**config.mk**
```make
export PLATFORM = sky130hd
export DESIGN_NAME = rfft_seq_ctrl_flat
export DESIGN_NICKNAME = d
export VERILOG_FILES = /design/src/rtl/rfft_seq_ctrl_if.sv /design/src/rtl/rfft_seq_ctrl.sv /design/src/flat_wrapper.sv
export SDC_FILE = /design/constraint.sdc
export NUM_CORES = 1
export LEC_CHECK = 0
export ABC_AREA = 0
export CAP_MARGIN = 20
export CORE_UTILIZATION = 43
export CTS_CLUSTER_DIAMETER = 30
export DETAILED_ROUTE_END_ITERATION = 10
export PLACE_DENSITY_LB_ADDON = 0.12
export SYNTH_ARGS = -nofsm -noshare
export SYNTH_HDL_FRONTEND = slang
export SYNTH_SLANG_ARGS = --single-unit
export TNS_END_PERCENT = 20
```
**constraint.sdc**
```tcl
create_clock -name clk -period 3 [get_ports clk]
set_input_delay 0.6 -clock clk [delete_from_list [all_inputs] [get_ports clk]]
set_output_delay 0.6 -clock clk [all_outputs]
set_load 0.1 [all_outputs]
```
**src/rtl/rfft_seq_ctrl_if.sv**
```systemverilog
// Handshake and control bundle between the rfft_4pt sequencer (master)
// and the datapath / sample source side (slave).
interface rfft_seq_ctrl_if #(
  parameter int ADDR_BIT = 3
);
  logic                    start;
  logic                    in_valid;
  logic                    in_ready;
  logic                    m0;
  logic                    m11;
  logic [1:0]              m12;
  logic [1:0]              m13;
  logic                    m14;
  logic                    m21;
  logic                    m22;
  logic                    m23;
  logic                    m24;
  logic                    bypass_en;
  logic [ADDR_BIT-1:0]     tw_idx;
  logic [2:0]              stage;
  logic [4*ADDR_BIT-1:0]   addr_read;
  logic [4*ADDR_BIT-1:0]   addr_write;
  logic                    wr_en;
  logic                    busy;
  logic                    done;

  modport master (
    input  start, in_valid,
    output in_ready, m0, m11, m12, m13, m14, m21, m22, m23, m24,
           bypass_en, tw_idx, stage, addr_read, addr_write, wr_en, busy, done
  );

  modport slave (
    output start, in_valid,
    input  in_ready, m0, m11, m12, m13, m14, m21, m22, m23, m24,
           bypass_en, tw_idx, stage, addr_read, addr_write, wr_en, busy, done
  );
endinterface

```
**src/rtl/rfft_seq_ctrl.sv**
```systemverilog
// Sequencer for the rfft_4pt datapath and its 4-bank memory: loads N samples
// (4 per beat), then runs NUM_STAGES compute passes, each followed by a drain
// of PIPE_LAT cycles so a pass never reads a row the previous pass still writes.
// IDLE holds every output at 0 (the reset state); LOAD and DONE present mux
// set A with the swap bit clear.
module rfft_seq_ctrl #(
  parameter int ADDR_BIT   = 3,
  parameter int N          = 32,
  parameter int NUM_STAGES = 4,
  parameter int PIPE_LAT   = 2
) (
  input  logic             clk,
  input  logic             rst,
  rfft_seq_ctrl_if.master  bus
);
  localparam int MEM_HEIGHT = N / 4;
  localparam int AW         = 4 * ADDR_BIT;
  localparam logic [ADDR_BIT-1:0] CNT_LAST   = ADDR_BIT'(MEM_HEIGHT - 1);
  localparam logic [ADDR_BIT-1:0] DRAIN_LAST = ADDR_BIT'(PIPE_LAT - 1);
  localparam logic [2:0]          K_LAST     = 3'(NUM_STAGES);

  localparam logic [2:0] S_IDLE    = 3'd0;
  localparam logic [2:0] S_LOAD    = 3'd1;
  localparam logic [2:0] S_COMPUTE = 3'd2;
  localparam logic [2:0] S_DRAIN   = 3'd3;
  localparam logic [2:0] S_DONE    = 3'd4;

  logic [2:0]          state;
  logic [ADDR_BIT-1:0] cnt;
  logic [2:0]          k;
  logic [PIPE_LAT-1:0] pipe_v;
  logic [AW-1:0]       pipe_a [PIPE_LAT];

  logic                active;
  logic                beat;
  logic [ADDR_BIT-1:0] rd_cnt;
  logic [ADDR_BIT-1:0] off_k;
  logic [ADDR_BIT-1:0] row_b10;
  logic [AW-1:0]       addr_read;
  logic                swap;
  logic                dec_m11;
  logic [1:0]          dec_m12;
  logic [1:0]          dec_m13;
  logic                dec_m14;

  assign active = (state == S_COMPUTE) || (state == S_DRAIN);
  assign beat   = (state == S_LOAD) && bus.in_valid;

  // State, row counter and pass number
  always_ff @(posedge clk) begin
    // NOTE: sequential state uses non-blocking assignments so every register
    // samples pre-edge values regardless of statement order.
    if (rst) begin
      state <= S_IDLE;
      cnt   <= '0;
      k     <= '0;
    end else begin
      case (state)
        S_IDLE: begin
          if (bus.start) begin
            state <= S_LOAD;
            cnt   <= '0;
          end
        end
        S_LOAD: begin
          if (beat) begin
            if (cnt == CNT_LAST) begin
              state <= S_COMPUTE;
              cnt   <= '0;
              k     <= 3'd1;
            end else begin
              cnt <= cnt + 1'b1;
            end
          end
        end
        S_COMPUTE: begin
          if (cnt == CNT_LAST) begin
            state <= S_DRAIN;
            cnt   <= '0;
          end else begin
            cnt <= cnt + 1'b1;
          end
        end
        S_DRAIN: begin
          if (cnt == DRAIN_LAST) begin
            cnt <= '0;
            if (k < K_LAST) begin
              state <= S_COMPUTE;
              k     <= k + 1'b1;
            end else begin
              state <= S_DONE;
              k     <= '0;
            end
          end else begin
            cnt <= cnt + 1'b1;
          end
        end
        S_DONE:  state <= S_IDLE;
        default: state <= S_IDLE;
      endcase
    end
  end

  // Read-to-write delay line matching the rfft_4pt pipeline
  always_ff @(posedge clk) begin
    // NOTE: the address delay line is a handful of flops, not a RAM, so it is
    // cleared on reset along with its valid bits.
    if (rst) begin
      pipe_v <= '0;
      for (int i = 0; i < PIPE_LAT; i++) pipe_a[i] <= '0;
    end else begin
      pipe_v[0] <= (state == S_COMPUTE);
      pipe_a[0] <= addr_read;
      for (int i = 1; i < PIPE_LAT; i++) begin
        pipe_v[i] <= pipe_v[i-1];
        pipe_a[i] <= pipe_a[i-1];
      end
    end
  end

  // Bank read addresses; DRAIN keeps presenting the last row of the pass
  always_comb begin
    // NOTE: every combinational output gets a default first so no path
    // through the block can infer a latch.
    rd_cnt = (state == S_DRAIN) ? CNT_LAST : cnt;
    off_k  = '0;
    if (k != 3'd0) off_k = ADDR_BIT'(MEM_HEIGHT - (MEM_HEIGHT >> (k - 3'd1)));
    row_b10   = rd_cnt + off_k;
    addr_read = active ? {rd_cnt, rd_cnt, row_b10, row_b10} : '0;
  end

  // Butterfly mux decode for the current row and pass
  always_comb begin
    logic [ADDR_BIT-1:0] f_mask;
    logic                b_bit;
    swap    = 1'b0;
    dec_m11 = 1'b0;
    dec_m12 = 2'd1;
    dec_m13 = 2'd1;
    dec_m14 = 1'b1;
    f_mask  = ~({ADDR_BIT{1'b1}} >> (int'(k) - 1));
    b_bit   = ((rd_cnt >> (ADDR_BIT - int'(k) + 1)) & ADDR_BIT'(1)) != '0;
    if (int'(k) <= ADDR_BIT)
      swap = ((rd_cnt >> (ADDR_BIT - int'(k))) & ADDR_BIT'(1)) != '0;
    if (k == 3'd1 || ((rd_cnt & f_mask) != '0 && !b_bit)) begin
      dec_m12 = 2'd2;                       // set C
      dec_m13 = 2'd0;
    end else if ((rd_cnt & f_mask) != '0) begin
      dec_m11 = 1'b1;                       // set B
      dec_m12 = 2'd0;
      dec_m13 = 2'd2;
    end
  end

  // Output decode from state registers (wr_en in LOAD follows in_valid)
  always_comb begin
    bus.in_ready   = 1'b0;
    bus.m0         = 1'b0;
    bus.m11        = 1'b0;
    bus.m12        = 2'd0;
    bus.m13        = 2'd0;
    bus.m14        = 1'b0;
    bus.m21        = 1'b0;
    bus.m22        = 1'b0;
    bus.m23        = 1'b0;
    bus.m24        = 1'b0;
    bus.bypass_en  = 1'b0;
    bus.tw_idx     = '0;
    bus.stage      = '0;
    bus.addr_read  = '0;
    bus.addr_write = '0;
    bus.wr_en      = 1'b0;
    bus.busy       = (state != S_IDLE);
    bus.done       = (state == S_DONE);
    if (state == S_LOAD || state == S_DONE) begin
      bus.m12 = 2'd1;
      bus.m13 = 2'd1;
      bus.m14 = 1'b1;
      bus.m23 = 1'b1;
      bus.m24 = 1'b1;
    end
    if (state == S_LOAD) begin
      bus.in_ready   = 1'b1;
      bus.wr_en      = beat;
      bus.addr_write = {cnt, cnt, cnt, cnt};
    end
    if (active) begin
      bus.m0         = 1'b1;
      bus.m11        = dec_m11;
      bus.m12        = dec_m12;
      bus.m13        = dec_m13;
      bus.m14        = dec_m14;
      bus.m21        = swap;
      bus.m22        = swap;
      bus.m23        = !swap;
      bus.m24        = !swap;
      bus.bypass_en  = (k < K_LAST);
      bus.tw_idx     = (state == S_COMPUTE) ? cnt : '0;
      bus.stage      = k;
      bus.addr_read  = addr_read;
      bus.addr_write = pipe_a[PIPE_LAT-1];
      bus.wr_en      = pipe_v[PIPE_LAT-1];
    end
  end
endmodule

```
**src/flat_wrapper.sv**
```systemverilog
// flat-port wrapper written by rule: the top's interface ports become plain ports
module rfft_seq_ctrl_flat 
#(
  parameter int ADDR_BIT   = 3,
  parameter int N          = 32,
  parameter int NUM_STAGES = 4,
  parameter int PIPE_LAT   = 2
)
  (clk, rst, bus_start, bus_in_valid, bus_in_ready, bus_m0, bus_m11, bus_m12, bus_m13, bus_m14, bus_m21, bus_m22, bus_m23, bus_m24, bus_bypass_en, bus_tw_idx, bus_stage, bus_addr_read, bus_addr_write, bus_wr_en, bus_busy, bus_done);
  rfft_seq_ctrl_if #(.ADDR_BIT(ADDR_BIT)) bus_i ();
  input  logic clk;
  input  logic rst;
  input wire logic [$bits(bus_i.start)-1:0] bus_start;
  input wire logic [$bits(bus_i.in_valid)-1:0] bus_in_valid;
  output wire logic [$bits(bus_i.in_ready)-1:0] bus_in_ready;
  output wire logic [$bits(bus_i.m0)-1:0] bus_m0;
  output wire logic [$bits(bus_i.m11)-1:0] bus_m11;
  output wire logic [$bits(bus_i.m12)-1:0] bus_m12;
  output wire logic [$bits(bus_i.m13)-1:0] bus_m13;
  output wire logic [$bits(bus_i.m14)-1:0] bus_m14;
  output wire logic [$bits(bus_i.m21)-1:0] bus_m21;
  output wire logic [$bits(bus_i.m22)-1:0] bus_m22;
  output wire logic [$bits(bus_i.m23)-1:0] bus_m23;
  output wire logic [$bits(bus_i.m24)-1:0] bus_m24;
  output wire logic [$bits(bus_i.bypass_en)-1:0] bus_bypass_en;
  output wire logic [$bits(bus_i.tw_idx)-1:0] bus_tw_idx;
  output wire logic [$bits(bus_i.stage)-1:0] bus_stage;
  output wire logic [$bits(bus_i.addr_read)-1:0] bus_addr_read;
  output wire logic [$bits(bus_i.addr_write)-1:0] bus_addr_write;
  output wire logic [$bits(bus_i.wr_en)-1:0] bus_wr_en;
  output wire logic [$bits(bus_i.busy)-1:0] bus_busy;
  output wire logic [$bits(bus_i.done)-1:0] bus_done;
  assign bus_i.start = bus_start;
  assign bus_i.in_valid = bus_in_valid;
  assign bus_in_ready = bus_i.in_ready;
  assign bus_m0 = bus_i.m0;
  assign bus_m11 = bus_i.m11;
  assign bus_m12 = bus_i.m12;
  assign bus_m13 = bus_i.m13;
  assign bus_m14 = bus_i.m14;
  assign bus_m21 = bus_i.m21;
  assign bus_m22 = bus_i.m22;
  assign bus_m23 = bus_i.m23;
  assign bus_m24 = bus_i.m24;
  assign bus_bypass_en = bus_i.bypass_en;
  assign bus_tw_idx = bus_i.tw_idx;
  assign bus_stage = bus_i.stage;
  assign bus_addr_read = bus_i.addr_read;
  assign bus_addr_write = bus_i.addr_write;
  assign bus_wr_en = bus_i.wr_en;
  assign bus_busy = bus_i.busy;
  assign bus_done = bus_i.done;
  rfft_seq_ctrl #(.ADDR_BIT(ADDR_BIT), .N(N), .NUM_STAGES(NUM_STAGES), .PIPE_LAT(PIPE_LAT)) u_core (.clk(clk), .rst(rst), .bus(bus_i));
endmodule
```
==> impl_results.md <==
* Crit path time final at 3.13 ns
* Post-synth EDFFs at 0
* Pre-Repair DR Iteration Count at 5
* Crit Path Category: reg2out
* Share of cells above drive strength 1 at a little under two fifths
* Port-buffer cells at 49
* Pint at 452 uW
* Most frequent cell after synthesis: nor2_1
* Syn Nets at ~230
* Die Wd at around 65 um
* Largest net degree at the start of global routing at 24
* Clock Sinks at 23
* Number of routed nets with antenna violations at 0
* # IOs at 50
* Slowest stage delay, CP at ~0.37 ns
* Final Power at a little under 700 uW
* Initial antenna violation count at 0
* Final hold violations at 0
* Max Cap Viol at 0
* #FFs+latches synth at 23
* Netlist cell types at 48
* Clock Tree Buf Depth at 2
* Failing checks: negative setup slack
* Post-synth top area cell: dfxtp_1
* Via density at about 5.5
* Worst slew pin tran at about 0.6 ns
* RSZ-0062 raised after global routing: true
* Synth top area cells: dfxtp_1 27%, ha_1 11%, buf_4 7.9%
* Worst-skew pair later-pin latency at between 0.2 and 0.3 ns
* Sequential element share of the synthesized area at between 20% and 30%
* Die ar. at approximately 4300 um2
* Crit path launch type: register
* Switching power at about 230 uW
* Synth Instances at slightly above 200
* Routing usage on met3 at about 3.5%
* Via count at approximately 1600
* Post-synth top cells: 25 x nor2_1, 23 x dfxtp_1, 18 x buf_4
* Mapped Area at ~1700 um2
* Leak pwr at roughly 0.0011 uW
* First-pass GRT wire length at 7.85 mm
* Core area at approximately 3700 um2
* Post-synth top area share at 26.8%
* CP Capture Type: output pin
* Final WS setup at -0.126 ns
* Pwr/cell area at about 240 nW/um2
* Placed instance area at 2660 um2
* Ys flop type: dfxtp_1
* Fin util at 74.3%
* Filler cell count at between 200 and 250
* Final net count at 263
* Total GRT Usage at 24.1%
* HP Class: reg2reg
* HPWL after DPL at 3.54 mm
* Crit-path max FO at 7
* Starting density of the core at ~46%
* Most crowded layer after global routing: met2
* CP required at 2.40 ns
* Worst-path clk slew at roughly 0.08 ns
* Critical-path top delay cell: dfxtp_4
* Finished Cell Area at about 2800 um2
* TritonCTS clock tree: built
* WL per Instance at roughly 16 um
* Mean Syn Cell Area at between 8 and 9 um2
* YS warnings at 0
* Htree depth at 1
* Vias in the first global route at between 1500 and 2000
* Finish-stage setup viols at 4
* Async SR Flop Fraction at 0%
* Final WL at 4.78 mm
* Hold buffers post-CTS at 0
* Final-report max-slew violation count at 0
* Worst-path cell chain: inv_6, ha_4, ha_4, nand2_4, nor2_4, ha_2, inv_2, fa_2, xnor3_2, nor2_4, buf_12
* Pre-CTS setup slack at around 0.07 ns
* Chip height at 65.2 um
* GR Layer Usage met1 at a little under a third
* Arrival @ worst endpoint at 2.53 ns
* Std-Cell Rows at 22
* Placer Congestion at 0.862
* Clock power share at slightly below 30%
* Residual DRC at 0
* Switching Share at ~33%
* Period utilization at 104%
* Status: finished with violations
* Sequential share of power at between 40% and 50%
* Grt total ovfl at 0
* Clock Root Buffer: clkbuf_8
* Worst Skew at 0.00183 ns
* Num CTS Buffers at 3
* Max frequency at roughly 0.32 GHz
* Routing usage on met2 at 40.9%
* Iter 0 DRT Violations at roughly 160
* Slew headroom at about three fifths
* Worst hold slack at ~0.44 ns
* Synthesis-to-layout area growth at 61.8%
* Ant. Diodes at 0
* Worst vdd ir at approximately 160 uV
* Combinational fraction of design power at between 20% and 30%
sequential cells by signal, indices dropped and copies added (netlist names):
name / cells
u_core.pipe_v: 2
u_core.pipe_a: 12
u_core.cnt: 3
u_core.state: 3
u_core.k: 3
layout make-up:
class / instances / area, um2 / area share [%]
Multi-Input combinational cell: 143 / 1160 / 41.8
Timing Repair Buffer: 63 / 1010 / 36.2
Sequential cell: 23 / 468 / 16.8
Tap cell: 48 / 60.1 / 2.16
Clock buffer: 4 / 45.0 / 1.62
Inverter: 9 / 38.8 / 1.39
routing by layer:
metal,vias up,share of wire (%)
li1,772,-
met3,6,5.5
met5,-,0
met4,0,1.3
met2,60,52
met1,754,41
power groups by stage:
stage	registers (uW)	clock network (uW)	logic, uW
final	306	199	173
after global routing	306	214	181
after CTS	307	199	173
after detailed placement	315	0	173
after global placement	315	0	170
after floorplan	315	0	123
critical path, delay by kind of cell (launching register included):
kind	cells	cell delay [ns]
adders and majority gates	4	0.99
xor gates and xnor gates	1	0.26
buffers and inverters	3	0.28
DFF	1	0.37
and+or+nand+nor	3	0.35
worst paths after layout:
path              slack (ns)  cells after the start                   end                  from
setup / recovery       -0.13                     11      bus_addr_read[2]           u_core.k[0]
hold / removal          0.44                      1  u_core.pipe_a[0][22]  u_core.pipe_a[0][10]
setup reg to reg        0.92                     10   u_core.pipe_a[0][5]           u_core.k[0]
hold reg to reg         0.44                      1  u_core.pipe_a[0][22]  u_core.pipe_a[0][10]
stage by stage:
stage | instances | TNS (ns)
finish | 290 | -0.271
global route | 290 | -0.579
CTS | 289 | -0.194
detailed placement | 282 | 0
global placement | 282 | 0
floorplan | 207 | -7.32
cells by family after synthesis:
family	synth area share, %
xor+xnor	1.82
compound gates	16.5
buf+inv	14.0
simple gates	25.3
flops	26.8
fa+ha+maj	12.1
mux	3.49
cell usage in the layout, fill, tap and decap left out, types with 4 or more instances in the layout:
master,instances
ha_1,12
nor2_1,21
buf_4,18
nand2_1,5
nand2b_1,5
inv_1,4
mux2i_1,6
a21oi_1,4
dfxtp_1,21
buf_12,42
a22o_1,7
nor3_1,11
inv_2,4
nor2b_1,10
repair_timing:
action                                  in CTS  in global routing
pin swaps                                    3                  4
gates resized for setup                      3                  9
endpoints found under the setup margin       4                  6
setup buffers                                3                  1
(Power assumes the default switching activity.)
